**config.mk**
```make
export PLATFORM = sky130hd
export DESIGN_NAME = mux_4x1_arbiter
export DESIGN_NICKNAME = d
export VERILOG_FILES = /design/src/rtl/mux_4x1_arbiter.sv
export SDC_FILE = /design/constraint.sdc
export NUM_CORES = 1
export LEC_CHECK = 0
export ABC_CLOCK_PERIOD_IN_PS = 2020
export BUFFER_PORTS_ARGS = -buffer_cell sky130_fd_sc_hd__buf_2
export CAP_MARGIN = 15
export CORE_ASPECT_RATIO = 0.5
export CORE_UTILIZATION = 45
export DETAILED_ROUTE_END_ITERATION = 12
export PLACE_DENSITY_LB_ADDON = 0.2
export SLEW_MARGIN = 20
export SYNTH_ARGS = -nofsm -noshare
export SYNTH_HDL_FRONTEND = slang
export SYNTH_SLANG_ARGS = --single-unit
export TNS_END_PERCENT = 100
```
**constraint.sdc**
```tcl
create_clock -name clock -period 2.02 [get_ports clock]
set_clock_uncertainty 0.15 [all_clocks]
set_input_delay 0.303 -clock clock [delete_from_list [all_inputs] [get_ports clock]]
set_output_delay 0.303 -clock clock [all_outputs]
set_load 0.03 [all_outputs]
```
**src/rtl/mux_4x1_arbiter.sv**
```systemverilog
// Four-requester round-robin arbiter with a registered BITS-wide 4:1 data mux.
// A grant is held while the owner keeps requesting. When another requester is
// waiting, the grant is handed over after MAX_HOLD captured samples. GNT/SEL
// come only from registers, so REQ has no combinational path to them.
module mux_4x1_arbiter #(
  parameter int BITS     = 4,
  parameter int MAX_HOLD = 4   // legal range 1..15
) (
  input  logic            clock,
  input  logic            reset_n,
  input  logic [3:0]      REQ,
  input  logic [BITS-1:0] D3,
  input  logic [BITS-1:0] D2,
  input  logic [BITS-1:0] D1,
  input  logic [BITS-1:0] D0,
  output logic [3:0]      GNT,
  output logic [1:0]      SEL,
  output logic [BITS-1:0] DATA_OUT,
  output logic            VALID,
  output logic            BUSY
);

  typedef enum logic {IDLE = 1'b0, GRANT = 1'b1} state_t;

  localparam logic [3:0] HOLD_LIMIT = 4'(MAX_HOLD - 1);

  state_t          state_reg, state_next;
  logic [1:0]      sel_reg, sel_next;
  logic [1:0]      last_reg, last_next;
  logic [3:0]      hold_reg, hold_next;
  logic [BITS-1:0] data_reg, data_next;
  logic            valid_reg, valid_next;

  logic [BITS-1:0] d_arr [4];
  logic [BITS-1:0] mux_out;
  logic [3:0]      sel_onehot;
  logic [3:0]      others;
  logic            others_any;
  logic [1:0]      rr_all;
  logic [1:0]      rr_oth;

  // Round-robin search starting just after 'last', wrapping ascending.
  function automatic logic [1:0] rr_pick(input logic [3:0] req, input logic [1:0] last);
    logic [1:0] idx;
    logic       found;
    rr_pick = last;
    found   = 1'b0;
    for (int k = 1; k <= 4; k++) begin
      idx = last + 2'(k);
      if (!found && req[idx]) begin
        rr_pick = idx;
        found   = 1'b1;
      end
    end
  endfunction

  assign d_arr[0] = D0;
  assign d_arr[1] = D1;
  assign d_arr[2] = D2;
  assign d_arr[3] = D3;

  // Data mux, request masking and round-robin winners for this cycle.
  always_comb begin
    mux_out    = d_arr[sel_reg];
    sel_onehot = 4'b0001 << sel_reg;
    others     = REQ & ~sel_onehot;
    others_any = |others;
    rr_all     = rr_pick(REQ, last_reg);
    rr_oth     = rr_pick(others, last_reg);
  end

  // State register plus the grant/hold/data registers; reset gives requester 0 first priority.
  always_ff @(posedge clock or negedge reset_n) begin
    if (!reset_n) begin
      state_reg <= IDLE;
      sel_reg   <= 2'd0;
      last_reg  <= 2'd3;
      hold_reg  <= 4'd0;
      data_reg  <= '0;
      valid_reg <= 1'b0;
    end else begin
      state_reg <= state_next;
      sel_reg   <= sel_next;
      last_reg  <= last_next;
      hold_reg  <= hold_next;
      data_reg  <= data_next;
      valid_reg <= valid_next;
    end
  end

  // Next-state logic: grant, capture, hold counting, rotation and handoff.
  always_comb begin
    state_next = state_reg;
    sel_next   = sel_reg;
    last_next  = last_reg;
    hold_next  = hold_reg;
    data_next  = data_reg;
    valid_next = valid_reg;
    case (state_reg)
      IDLE: begin
        valid_next = 1'b0;
        if (|REQ) begin
          state_next = GRANT;
          sel_next   = rr_all;
          last_next  = rr_all;
          hold_next  = 4'd0;
        end
      end
      GRANT: begin
        if (REQ[sel_reg]) begin
          // Owner still requesting: always capture, then decide on rotation.
          data_next  = mux_out;
          valid_next = 1'b1;
          if (hold_reg == HOLD_LIMIT) begin
            hold_next = 4'd0;
            if (others_any) begin
              sel_next  = rr_oth;
              last_next = rr_oth;
            end
          end else begin
            hold_next = hold_reg + 4'd1;
          end
        end else begin
          // Owner released: DATA_OUT holds, hand off directly if anyone waits.
          valid_next = 1'b0;
          hold_next  = 4'd0;
          if (others_any) begin
            sel_next  = rr_oth;
            last_next = rr_oth;
          end else begin
            state_next = IDLE;
          end
        end
      end
      default: state_next = IDLE;
    endcase
  end

  // Output decode: registered values straight out, BUSY from the state.
  always_comb begin
    BUSY     = (state_reg == GRANT);
    SEL      = sel_reg;
    DATA_OUT = data_reg;
    VALID    = valid_reg;
  end

  // One-hot grant, only while in GRANT.
  for (genvar gi = 0; gi < 4; gi++) begin : g_gnt
    assign GNT[gi] = (state_reg == GRANT) && (sel_reg == 2'(gi));
  end

endmodule
```
Word-level counts from Yosys, hierarchy flattened
Index checks and enable logic that the tools add are counted.
{"block": "classes", "add_sub_neg": 4, "magnitude_cmp": 6, "n_eq_ne": 6, "shifts": 1, "mux": 54, "n_bitwise": 4, "n_reduce_logical": 21}
{"op": "2-bit two-way mux", "count": 15}
{"op": "4-bit two-way mux", "count": 5}
{"op": "1-bit two-way mux", "count": 19}
{"op": "1-bit binary-select mux with 2-bit select", "count": 9}
{"op": "2-bit by 3-bit < comparator with 1-bit output, second input constant", "count": 5}
{"op": "1-bit logical AND", "count": 10}
{"op": "4-bit binary-select mux with 2-bit select", "count": 1}
{"op": "2-bit case mux with 2 select lines", "count": 2}
{"op": "4-bit case mux with 2 select lines", "count": 1}
{"op": "4-bit OR reduction", "count": 2}
{"op": "1-bit logical NOT", "count": 6}
{"op": "2-bit adder, second input constant", "count": 2}
{"op": "4-bit by 1-bit adder with 4-bit output, second input constant", "count": 1}
{"op": "4-bit bitwise AND", "count": 1}
{"op": "2-bit equality test, second input constant", "count": 2}
{"op": "4-bit by 2-bit equality test with 1-bit output, second input constant", "count": 1}
{"op": "4-bit inverter", "count": 1}
{"op": "1-bit case mux with 2 select lines", "count": 2}
{"op": "2-bit AND reduction", "count": 2}
{"op": "1-bit by 2-bit << shifter with 4-bit output, first input constant", "count": 1}
{"op": "3-bit greater-or-equal comparator, second input constant", "count": 1}
{"op": "3-bit by 2-bit != test with 1-bit output, second input constant", "count": 1}
{"op": "2-bit inverter with 3-bit output", "count": 1}
{"op": "2-bit by 1-bit adder with 2-bit output, second input constant", "count": 1}
{"op": "other kinds (4)", "count": 4}
{"block": "word_totals", "ff_bits": 14, "in_bits": 22, "output_inout_bits": 12, "wordCells": 102}

Longest topological paths before layout
Gate-level depths: netlist of the first run.
{"block": "depth", "word_depth": 19, "mapped_depth": 8, "mapped_depth_nobuf": 6}

Worst setup path before layout of the first run
OpenSTA, ideal clock, no wires.
{"block": "synth_timing", "path_kind": "flip-flop to output port", "from": "reg state_reg (netlist: BUSY)", "to": "out GNT[0]", "t_arrival_ns": 1.638, "required_time_ns": 1.567, "slack_ns": -0.071, "path_stages_with_launch": 3, "n_path_buf": 1, "cell_sequence": "dfrtp_1 clkbuf_1 nor3b_1"}
{"block": "synth_between", "elab_chain_cells": 1}
{"item": "from (decl)", "line_no": "27", "rtl": "state_t state_reg, state_next;"}
{"item": "from (signal assigned)", "line_no": "82", "rtl": "state_reg <= state_next;"}
{"item": "1-bit logical AND", "line_no": "149", "rtl": "assign GNT[gi] = (state_reg == GRANT) && (sel_reg == 2'(gi));"}
{"item": "to (decl)", "line_no": "16", "rtl": "output logic [3:0] GNT,"}
Every way passes these cells.

Worst setup path in the final report of the first run
{"block": "layout_timing", "from": "reg last_reg[0]", "to": "reg sel_reg[0] (netlist: SEL[0])"}
{"block": "layout_between", "elab_chain_cells": 17, "elab_cells_between_ends": 50, "classes_between": "3 x add/sub; 35 x mux; 12 x reduce/logical"}
{"item": "from (decl)", "line_no": "29", "rtl": "logic [1:0] last_reg, last_next;"}
{"item": "from (signal assigned)", "line_no": "84", "rtl": "last_reg <= last_next;"}
{"item": "2-bit by 1-bit adder with 2-bit output", "line_no": "49", "rtl": "idx = last + 2'(k);"}
{"item": "1-bit binary-select mux with 2-bit select", "line_no": "50", "rtl": "if (!found && req[idx]) begin"}
{"item": "1-bit two-way mux (not written as such)", "line_no": "50"}
{"item": "1-bit two-way mux", "line_no": "50"}
{"item": "1-bit logical NOT", "line_no": "50"}
{"item": "1-bit logical AND", "line_no": "50"}
{"item": "1-bit two-way mux", "line_no": "50"}
{"item": "1-bit logical NOT", "line_no": "50"}
{"item": "1-bit logical AND", "line_no": "50"}
{"item": "1-bit two-way mux", "line_no": "50"}
{"item": "1-bit logical NOT", "line_no": "50"}
{"item": "1-bit logical AND", "line_no": "50"}
{"item": "2-bit two-way mux", "line_no": "50"}
{"item": "2-bit two-way mux", "line_no": "116, 127"}
{"item": "2-bit two-way mux", "line_no": "114", "rtl": "if (hold_reg == HOLD_LIMIT) begin"}
{"item": "2-bit two-way mux", "line_no": "110", "rtl": "if (REQ[sel_reg]) begin"}
{"item": "2-bit case mux with 2 select lines (*)", "line_no": "99", "rtl": "case (state_reg)"}
{"item": "to (signal assigned)", "line_no": "83", "rtl": "sel_reg <= sel_next;"}
{"item": "to (decl)", "line_no": "28", "rtl": "logic [1:0] sel_reg, sel_next;"}
Mark *: on every way between the ends. The rest lies on a longest branch, timed or not. The select of a mux whose other input is x is not followed.
A chain may end at the register's enable or synchronous reset.

==> results of run 1 <==
## worst paths after layout
kind | start | end | slack (ps)
setup / recovery | last_reg[0] | SEL[0] | 50
hold / removal | reset_n | hold_reg[1] | 340
setup reg to reg | last_reg[0] | SEL[0] | 50
hold reg to reg | DATA_OUT[0] | DATA_OUT[0] | 350
max in group asynchronous | reset_n | last_reg[0] | 1100
min in group clock | D2[2] | DATA_OUT[2] | 340
## layer usage
| layer | GRT usage, % | routed length, um | vias to the layer above | part of all wire (%) |
|---|---|---|---|---|
| met5 | 0 | 0 | - | 0 |
| met4 | 5.66 | 32 | 0 | 1.2 |
| met3 | 5.53 | 131 | 5 | 4.8 |
| met2 | 37.0 | 1280 | 27 | 47 |
| met1 | 26.5 | 1280 | 513 | 47 |
| li1 | - | - | 534 | - |
## layout by cell type, fill, tap and decap left out, types with 2 or more instances in the layout
cell	count
xnor2_1	2
nor2_1	3
and3_1	2
xor2_1	4
clkbuf_8	4
buf_4	14
a21oi_1	4
nor3_1	3
nor3b_2	2
nor4_1	2
inv_1	4
mux2_2	4
buf_2	33
buf_6	2
nor2b_1	3
a21o_1	2
nand2_1	11
o21ai_0	5
dfrtp_1	12
nand2b_1	6
nand3_1	3
mux4_2	6
## power groups by stage
stage | sequential [mW] | clock, mW | combinational (mW)
global route | 0.604 | 0.297 | 1.88
CTS | 0.583 | 0.282 | 1.56
finish | 0.577 | 0.276 | 1.72
global placement | 0.597 | 0 | 1.48
detailed placement | 0.598 | 0 | 1.51
floorplan | 0.648 | 0 | 1.15
## cell families after synthesis
logic type                 share of synthesized area, %
and+or+nand+nor                                    21.3
buffers and inverters                              7.13
DFF                                                30.0
AOI/OAI and AO/OA                                  17.9
adders and majority gates                          1.06
xor gates and xnor gates                           4.47
muxes                                              18.1
## stage by stage
stage / cells / hold slack (ps) / setup TNS, ps / area [um^2]
5_1_grt: 198 / 349 / -124 / 1540
2_1_floorplan: 120 / -143 / 0 / 1180
3_5_place_dp: 184 / 63.7 / 0 / 1380
3_3_place_gp: 184 / 61.4 / 0 / 1380
4_1_cts: 191 / 334 / 0 / 1460
6_report: 198 / 339 / 0 / 1540
## cell type report
class / count / area, um^2 / share of cell area (%)
clock buffers: 4 / 55.1 / 3.58
inverters: 4 / 15.0 / 0.977
repair buffers: 50 / 303 / 19.7
well taps: 35 / 43.8 / 2.85
multi-input cells: 91 / 763 / 49.7
flip-flops and latches: 14 / 357 / 23.2
## critical path, delay by kind of cell, from the launching register on
kind / cells / cell delay (ps)
AO/OA/AOI/OAI: 4 / 630
flip-flops: 1 / 400
multiplexers: 1 / 260
buffers and inverters: 2 / 240
XOR/XNOR: 1 / 170
## what timing repair did
item | 4_1_cts | 5_1_grt
resized for setup | 0 | 8
buffers inserted | 2 | 7
pin swaps | 0 | 4
endpoints found under the setup margin | 2 | 3
endpoints found under the hold margin | 12 | 0
hold buffers | 1 | 0
==> flow_summary_export.csv, run 1 <==
group,metric,value,unit
critical_path,arrival,1960,ps
yosys,yosysMostFrequentCell,"dfrtp_1",
pwr,p_int,1.44,mW
die,initial_utilization,50.2,%
global_route,grt_first_pass_wirelength,4.31,mm
cells_and_area,post-route-util,65.6,%
clocking,cts_buffers,3,
pwr,irDropWorstVdd,0.701,mV
cells_and_area,nets,187,
die,die_w,74.3,um
drt,wl,2.73,mm
pwr,p_comb_share,66.9,%
sta,post-route-period-util,97.7,%
drt,drt_first_iter_violations,53,
yosys,synth.top_cell.area_share,25.6,%
global_route,grt_start_max_net_pins,16,
critical_path,worstSetupPathType,"flip-flop to flip-flop",
clocking,clock_sinks,14,
pwr,powerDensity,1680,nW/um^2
drt,drc,0,
critical_path,path_cells,"buf_6 -> buf_6 -> mux2_4 -> a221oi_2 -> o221ai_1 -> o211ai_1 -> xor2_1 -> o21ai_1",
cells_and_area,antenna_cells,0,
die,dieArea,2830,um^2
sta,rsz0062_at_grt,"true",
yosys,async_reset_ff_share,100,%
yosys,synth_area_leader_cell,"dfrtp_1",
yosys,syn_nets,143,
clocking,clk_pin_slew_worst_paths,60,ps
global_route,grt_pass1_vias,976,
critical_path,slowest_delay,400,ps
cells_and_area,area_delta_synth_final,30.8,%
sta,finalSetupViolCount,0,
sta,drv_slew,0,
critical_path,cp_slowest_cell,"dfstp_2",
drt,drt_first_pass_iters,4,
yosys,synth-edff-count,0,
cells_and_area,fillers,187,
job,cap_violations,0,
clocking,cts_buffer_depth,2,
pwr,power.leakage,0.702,nW
pwr,finalPower,2.58,mW
global_route,grt.total_usage,21.2,%
yosys,syn_area,1170,um^2
yosys,avgSynthCellArea,9.79,um^2
placement,dp_slack,19.9,ps
pwr,swShare,44.3,%
sta,hold_violations,0,
drt,drt.antenna.violating_nets,0,
cells_and_area,drive_gt1_share,46.6,%
sta,fin_ws,47.2,ps
yosys,syn_inst,120,
clocking,clock_latency,250,ps
sta,worst_pin_slew,542,ps
sta,slew_headroom,63.9,%
placement,globalplace.congestion,0.830,
pwr,p_sw,1.14,mW
global_route,antenna_found_initial,0,
yosys,synthTopCellsByArea,"dfrtp_1 (26%), mux4_2 (12%), mux2_2 (4.8%), dfstp_2 (4.5%), nand2_1 (3.5%)",
clocking,htree_levels,1,
die,core-area,2340,um^2
drt,wire_per_inst,13.8,um
critical_path,cp.required,2000,ps
sta,fmax,507,MHz
yosys,synth_commonest_cells,"dfrtp_1 (12), nand2_1 (11), buf_2 (7)",
yosys,ys.flop_type,"dfrtp_1",
pwr,clkPwrFrac,10.7,%
clocking,cts_tree,"yes",
yosys,yosysWarnings,0,
critical_path,cpMostUsedCell,"buf_6",
die,rows,12,
global_route,grt_overflow_total,0,
sta,fin_crit,1970,ps
critical_path,r2r_cells,8,
pwr,seqPwrFrac,22.4,%
drt,vias,1079,
clocking,cts-root-buf,"clkbuf_8",
min_path,holdCritPathClass,"input pin to async pin",
die,io_pins,34,
die,die_y,38.1,um
critical_path,end_kind,"flip-flop",
critical_path,crit_path_start_kind,"flip-flop",
drt,vias_per_cell,5.45,
placement,hpwl,1.95,mm
outcome,status,"complete, no violations",
yosys,netlist-cell-type-count,49,
critical_path,cp_max_fo,5,
yosys,yosysSeqAreaShare,30.0,%
yosys,ys_seq_elements,14,
placement,numPortBuffers,33,
(Power assumes the default switching activity.)
==> inputs of run 2 (changes only) <==
--- a/config.mk
+++ b/config.mk
@@ -5,10 +5,10 @@
 export SDC_FILE = /design/constraint.sdc
 export NUM_CORES = 1
 export LEC_CHECK = 0
-export ABC_CLOCK_PERIOD_IN_PS = 2020
+export ABC_AREA = 1
+export ABC_CLOCK_PERIOD_IN_PS = 2210
 export BUFFER_PORTS_ARGS = -buffer_cell sky130_fd_sc_hd__buf_2
 export CAP_MARGIN = 15
-export CORE_ASPECT_RATIO = 0.5
 export CORE_UTILIZATION = 45
 export DETAILED_ROUTE_END_ITERATION = 12
 export PLACE_DENSITY_LB_ADDON = 0.2
==> constraint.sdc (replaced) <==
create_clock -name clock -period 2.21 [get_ports clock]
set_clock_uncertainty 0.15 [all_clocks]
set_input_delay 0.3315 -clock clock [delete_from_list [all_inputs] [get_ports clock]]
set_output_delay 0.3315 -clock clock [all_outputs]
set_load 0.03 [all_outputs]
==> flow_summary_export.csv, run 2 <==
group,metric,value,unit
outcome,status,"complete, no violations",
pwr,seqPwrFrac,22.7,%
yosys,synth-xor-area-share,1.50,%
sta,fin_ws,328,ps
min_path,hold_start,"REQ[1]",
pwr,p_comb_share,71.1,%
yosys,ys.flop_type,"dfrtp_1",
sta,finalSetupViolCount,0,
yosys,avgSynthCellArea,6.47,um^2
pwr,p_int,0.949,mW
cells_and_area,nets,240,
yosys,synth.top_cell.area_share,25.8,%
placement,globalplace.congestion,0.852,
clocking,cts_tree,"yes",
die,die_w,52.9,um
cells_and_area,antenna_cells,0,
critical_path,end_kind,"flip-flop",
yosys,syn_area,1160,um^2
die,rows,18,
placement,numPortBuffers,33,
critical_path,path_cells,"inv_2 -> nand2_1 -> nand2_2 -> nand2_1 -> nand2_2 -> inv_2 -> nand3_2 -> nand3_1 -> nand3_1 -> nand3_1 -> nand2_1",
critical_path,cp-startpoint,"last_reg[0]",
placement,dp_slack,334,ps
yosys,yosysWarnings,0,
pwr,swShare,57.4,%
yosys,syn_nets,203,
pwr,clkPwrFrac,6.2,%
clocking,clk_pin_slew_worst_paths,70,ps
yosys,synth-edff-count,0,
drt,vias,1286,
sta,hold_violations,0,
clocking,clock_sinks,14,
drt,wire_per_inst,12.0,um
die,io_pins,34,
pwr,irDropWorstVdd,0.949,mV
drt,vias_per_cell,5.25,
critical_path,critPathTopFamily,"simple AND/OR/NAND/NOR gates",
sta,worst_pin_slew,316,ps
critical_path,reg2reg_from,"last_reg[0]",
pwr,p_sw,1.28,mW
cells_and_area,fillers,256,
sta,rsz0062_at_grt,"false",
min_path,holdCritPathClass,"input pin to flip-flop",
yosys,synthAdderAreaFrac,1.07,%
yosys,ys_seq_elements,14,
die,dieArea,2800,um^2
cells_and_area,regArea,353,um^2
global_route,grt.total_usage,23.4,%
placement,hpwl,2.30,mm
cells_and_area,layout_commonest_cell,"nand2_1",
cells_and_area,multi_input_area,716,um^2
yosys,syn_inst,180,
critical_path,cp_slowest_cell,"dfstp_2",
sta,whs,197,ps
global_route,grt_start_max_net_pins,15,
clocking,cts_buffer_depth,2,
drt,drt.antenna.violating_nets,0,
yosys,async_reset_ff_share,100,%
sta,drv_slew,0,
critical_path,slowest_delay,670,ps
drt,wl,2.94,mm
die,initial_utilization,47.5,%
yosys,yosysSeqAreaShare,30.3,%
yosys,synth_top_family_by_area,"simple AND/OR/NAND/NOR gates",
die,die_y,52.9,um
clocking,cts_buffers,3,
drt,drc,0,
clocking,cts_setup_buffers,0,
die,core-area,2450,um^2
cells_and_area,area_delta_synth_final,19.0,%
clocking,htree_levels,1,
yosys,yosysMostFrequentCell,"nand2_1",
critical_path,arrival,1900,ps
drt,drt_first_pass_iters,4,
critical_path,crit_path_start_kind,"flip-flop",
global_route,antenna_found_initial,0,
critical_path,cp_max_fo,14,
sta,fmax,531,MHz
clocking,clock_latency,270,ps
global_route,grt_first_pass_wirelength,4.77,mm
critical_path,worstSetupPathType,"flip-flop to flip-flop",
sta,fin_crit,1880,ps
yosys,synthTopCellsByArea,"dfrtp_1 (26%), nand2_1 (19%), nand3_1 (17%), dfstp_2 (4.5%), inv_1 (3.2%)",
pwr,powerDensity,1610,nW/um^2
yosys,netlist-cell-type-count,27,
critical_path,crit_buf_inv,2,
yosys,synth_commonest_cells,"nand2_1 (59), nand3_1 (40), dfrtp_1 (12)",
sta,fin_setup_tns,0,ps
yosys,yosys.area_share.simple,51.6,%
global_route,grt_pass1_vias,1078,
sta,post-route-period-util,85.2,%
yosys,synth_compound_area_share,7.30,%
cells_and_area,drive_gt1_share,29.3,%
drt,drt_first_iter_violations,54,
global_route,grt_overflow_total,0,
clocking,cts-root-buf,"clkbuf_4",
yosys,muxShareOfSynthArea,0,%
yosys,synth_area_leader_cell,"dfrtp_1",
cells_and_area,layout_common_cells,"nand2_1 (59), nand3_1 (40), buf_2 (33), dfrtp_1 (12)",
pwr,power.leakage,0.767,nW
sta,slew_headroom,78.9,%
job,cap_violations,0,
critical_path,cp.required,2230,ps
-- run 2: cell types whose count changed after synthesis, moves of 3 or more --
cell	previous run	this run
nand2_1	11	59
nor3_1	3	0
nand2b_1	6	0
inv_1	4	10
nor2b_1	3	0
nand3_1	4	40
nand4_1	0	6
nor2_1	3	10
buf_2	7	2
mux4_2	6	0
nand3_2	0	3
mux2_2	5	0
inv_2	0	8
nand2_2	1	6
-- run 2: metrics by stage --
stage	util [%]	area (um^2)	cells	total power [mW]
floorplan	-	1160	180	1.74
global placement	55.1	1350	241	2.05
detailed placement	55.1	1350	241	2.09
global route	56.5	1390	245	2.45
finish	56.5	1390	245	2.23
CTS	56.5	1390	245	2.23
-- run 2: path summary, 6_finish.rpt --
kind | end | slack, ps | depth (start not counted)
max reg2reg | SEL[0] | 330 | 11
max in group asynchronous | last_reg[0] | 1300 | 2
min in group asynchronous | SEL[0] | 320 | 2
min | BUSY | 200 | 3
max | SEL[0] | 330 | 11
min reg2reg | DATA_OUT[3] | 330 | 2
-- run 2: kinds of logic (layout without fill, tap and decap cells) --
kind of cell,count (synthesis),in the layout
and+or+nand+nor,128,128
xor gates and xnor gates,2,2
DFF,14,14
adders and majority gates,1,1
AOI/OAI and AO/OA,13,13
buffers and inverters,22,57
-- run 2: worst register-to-register path, delay by kind of cell, from the launching register on --
family	cells	cell delay (ps)
simple gates	9	780
buf+inv	2	190
flops	1	670
-- run 2: cell type report --
class,instances,share of cell area (%)
clock buffers,3,1.62
inverters,18,4.87
multi-input cells,144,51.6
flip-flops and latches,14,25.5
well taps,30,2.71
repair buffers,36,13.7
-- run 2: power groups by stage --
stage	Clock, mW	Combinational (mW)	Sequential (mW)
3_3_place_gp	0	1.55	0.503
6_report	0.137	1.58	0.506
4_1_cts	0.141	1.59	0.505
5_1_grt	0.154	1.77	0.524
2_1_floorplan	0	1.17	0.568
3_5_place_dp	0	1.58	0.506
-- run 2: metal layers --
layer  share of wire (%)  up-vias  GRT usage, %
li1                    -      666             -
met3                 6.4        2          2.59
met2                  50       46          40.5
met4                0.48        0          5.26
met1                  44      572          31.0
met5                   0        -             0
-- run 2: timing repair --
item                      4_1_cts  5_1_grt
gates resized for setup         0        0
hold buffers                    1        0
hold endpoints to repair       12        0
==> inputs of run 3 (changes only) <==
--- a/config.mk
+++ b/config.mk
@@ -12,6 +12,7 @@
 export CORE_UTILIZATION = 45
 export DETAILED_ROUTE_END_ITERATION = 12
 export PLACE_DENSITY_LB_ADDON = 0.2
+export SETUP_SLACK_MARGIN = 0.4
 export SLEW_MARGIN = 20
 export SYNTH_ARGS = -nofsm -noshare
 export SYNTH_HDL_FRONTEND = slang
==> flow_summary_export.csv, run 3 (synthesized netlist as in run 2, its figures left out) <==
group,metric,value,unit
critical_path,cp_slowest_cell,"dfstp_2",
sta,hold_violations,0,
clocking,clk_pin_slew_worst_paths,70,ps
cells_and_area,regArea,355,um^2
cells_and_area,drive_gt1_share,45.5,%
pwr,powerDensity,1700,nW/um^2
drt,wl,3.53,mm
sta,whs,197,ps
clocking,clock_latency,280,ps
drt,vias,1422,
critical_path,cp.required,2230,ps
cells_and_area,fin_cells,261,
critical_path,worstSetupPathType,"flip-flop to flip-flop",
drt,drt_first_pass_iters,4,
critical_path,crit_path_start_kind,"flip-flop",
global_route,grt.total_usage,23.7,%
die,io_pins,34,
placement,hpwl,2.30,mm
placement,numPortBuffers,33,
global_route,grt_first_pass_wirelength,4.84,mm
cells_and_area,layout_commonest_cell,"nand2_1",
die,core-area,2450,um^2
placement,globalplace.congestion,0.852,
die,die_w,52.9,um
critical_path,slowest_delay,630,ps
global_route,grt_start_max_net_pins,15,
min_path,holdCritPathClass,"input pin to flip-flop",
pwr,power.leakage,0.887,nW
sta,fin_crit,1860,ps
drt,wire_per_inst,13.5,um
clocking,cts_buffers,3,
pwr,irDropWorstVdd,0.988,mV
placement,dpl_cell_area,1350,um^2
clocking,htree_levels,1,
die,dieArea,2800,um^2
drt,vias_per_cell,5.45,
cells_and_area,antenna_cells,0,
job,cap_violations,0,
global_route,antenna_found_initial,0,
pwr,finalPower,2.82,mW
clocking,clock_sinks,14,
critical_path,path_cells,"clkinv_4 -> nand2_1 -> nand2_4 -> nand2_2 -> nand2_2 -> nor2_1 -> nand2_1 -> nand3_1 -> nand3_2 -> nand3_2 -> nand2_1",
die,die_y,52.9,um
global_route,grt_pass1_vias,1095,
sta,slew_headroom,67.7,%
die,initial_utilization,47.5,%
sta,drv_slew,0,
die,rows,18,
global_route,grt_overflow_total,0,
critical_path,arrival,1880,ps
sta,post-route-period-util,84.2,%
cells_and_area,multi_input_area,847,um^2
sta,rsz0062_at_grt,"true",
sta,worst_pin_slew,484,ps
clocking,cts_buffer_depth,2,
sta,fmax,537,MHz
drt,drc,0,
cells_and_area,nets,256,
critical_path,cpMostUsedCell,"nand2_1",
critical_path,end_kind,"flip-flop",
sta,finalSetupViolCount,0,
sta,fin_setup_tns,0,ps
placement,dp.cells,241,
critical_path,cp_max_fo,6,
drt,drt_first_iter_violations,33,
clocking,cts-root-buf,"clkbuf_4",
outcome,status,"complete, no violations",
drt,drt.antenna.violating_nets,0,
cells_and_area,area_delta_synth_final,42.4,%
clocking,cts_tree,"yes",
cells_and_area,layout_common_cells,"nand2_1 (48), buf_2 (33), nand3_1 (28), buf_4 (15), nand3_2 (14)",
cells_and_area,design_area,1660,um^2
cells_and_area,fillers,220,
-- run 3: changes by cell type in the layout (fill, tap and decap cells not counted), moves of 2 or more --
cell / change
nand2_2: +7
dfrtp_2: +2
dfrtp_1: -2
buf_6: +3
nand3_1: -12
nand2_4: +4
inv_2: -2
nand2_1: -11
buf_4: +13
nand3_2: +11
-- run 3: layer usage --
layer  global-route usage [%]  part of all wire (%)  vias up
li1                         -                     -      698
met1                     31.0                    42      661
met2                     41.6                    51       55
met3                     2.59                   5.5        8
met4                     5.26                   1.4        0
met5                        0                     0        -
-- run 3: through the flow --
stage                     setup WS, ps  util [%]
after CTS                          404      57.4
after floorplan                    441         -
after global routing               246      67.6
after global placement             403      55.1
after detailed placement           334      55.1
final                              349      67.6
-- run 3: where the power goes --
part	switching [mW]	internal [mW]	total, mW
Sequential	0.118	0.379	0.497
Combinational	1.37	0.815	2.18
Clock	0.0750	0.0632	0.138
-- run 3: what timing repair did --
item | in CTS | in global routing
pin swaps | 0 | 14
endpoints found under the setup margin | 6 | 9
buffers inserted | 3 | 13
hold buffers | 1 | 0
resized for setup | 3 | 41
hold endpoints to repair | 12 | 0
-- run 3: cell type report --
cell class | count | share of cell area [%]
multi-input cells | 144 | 51.1
flip-flops and latches | 14 | 21.4
repair buffers | 52 | 19.4
inverters | 18 | 4.52
well taps | 30 | 2.26
clock buffers | 3 | 1.36
-- run 3: final timing paths --
kind	startpoint	endpoint	slack [ps]	cells after the start
setup reg to reg	last_reg[0]	SEL[1]	350	11
setup / recovery	last_reg[0]	SEL[1]	350	11
min in group asynchronous	reset_n	hold_reg[3]	330	2
max in group asynchronous	reset_n	last_reg[0]	1300	2
hold / removal	REQ[1]	BUSY	200	3
hold reg to reg	DATA_OUT[3]	DATA_OUT[3]	330	2
-- run 3: worst max-delay path, delay by kind of cell, from the launching register on --
family / cells / cell delay, ps
buffers and inverters: 1 / 100
flip-flops: 1 / 630
AND/OR/NAND/NOR: 10 / 870
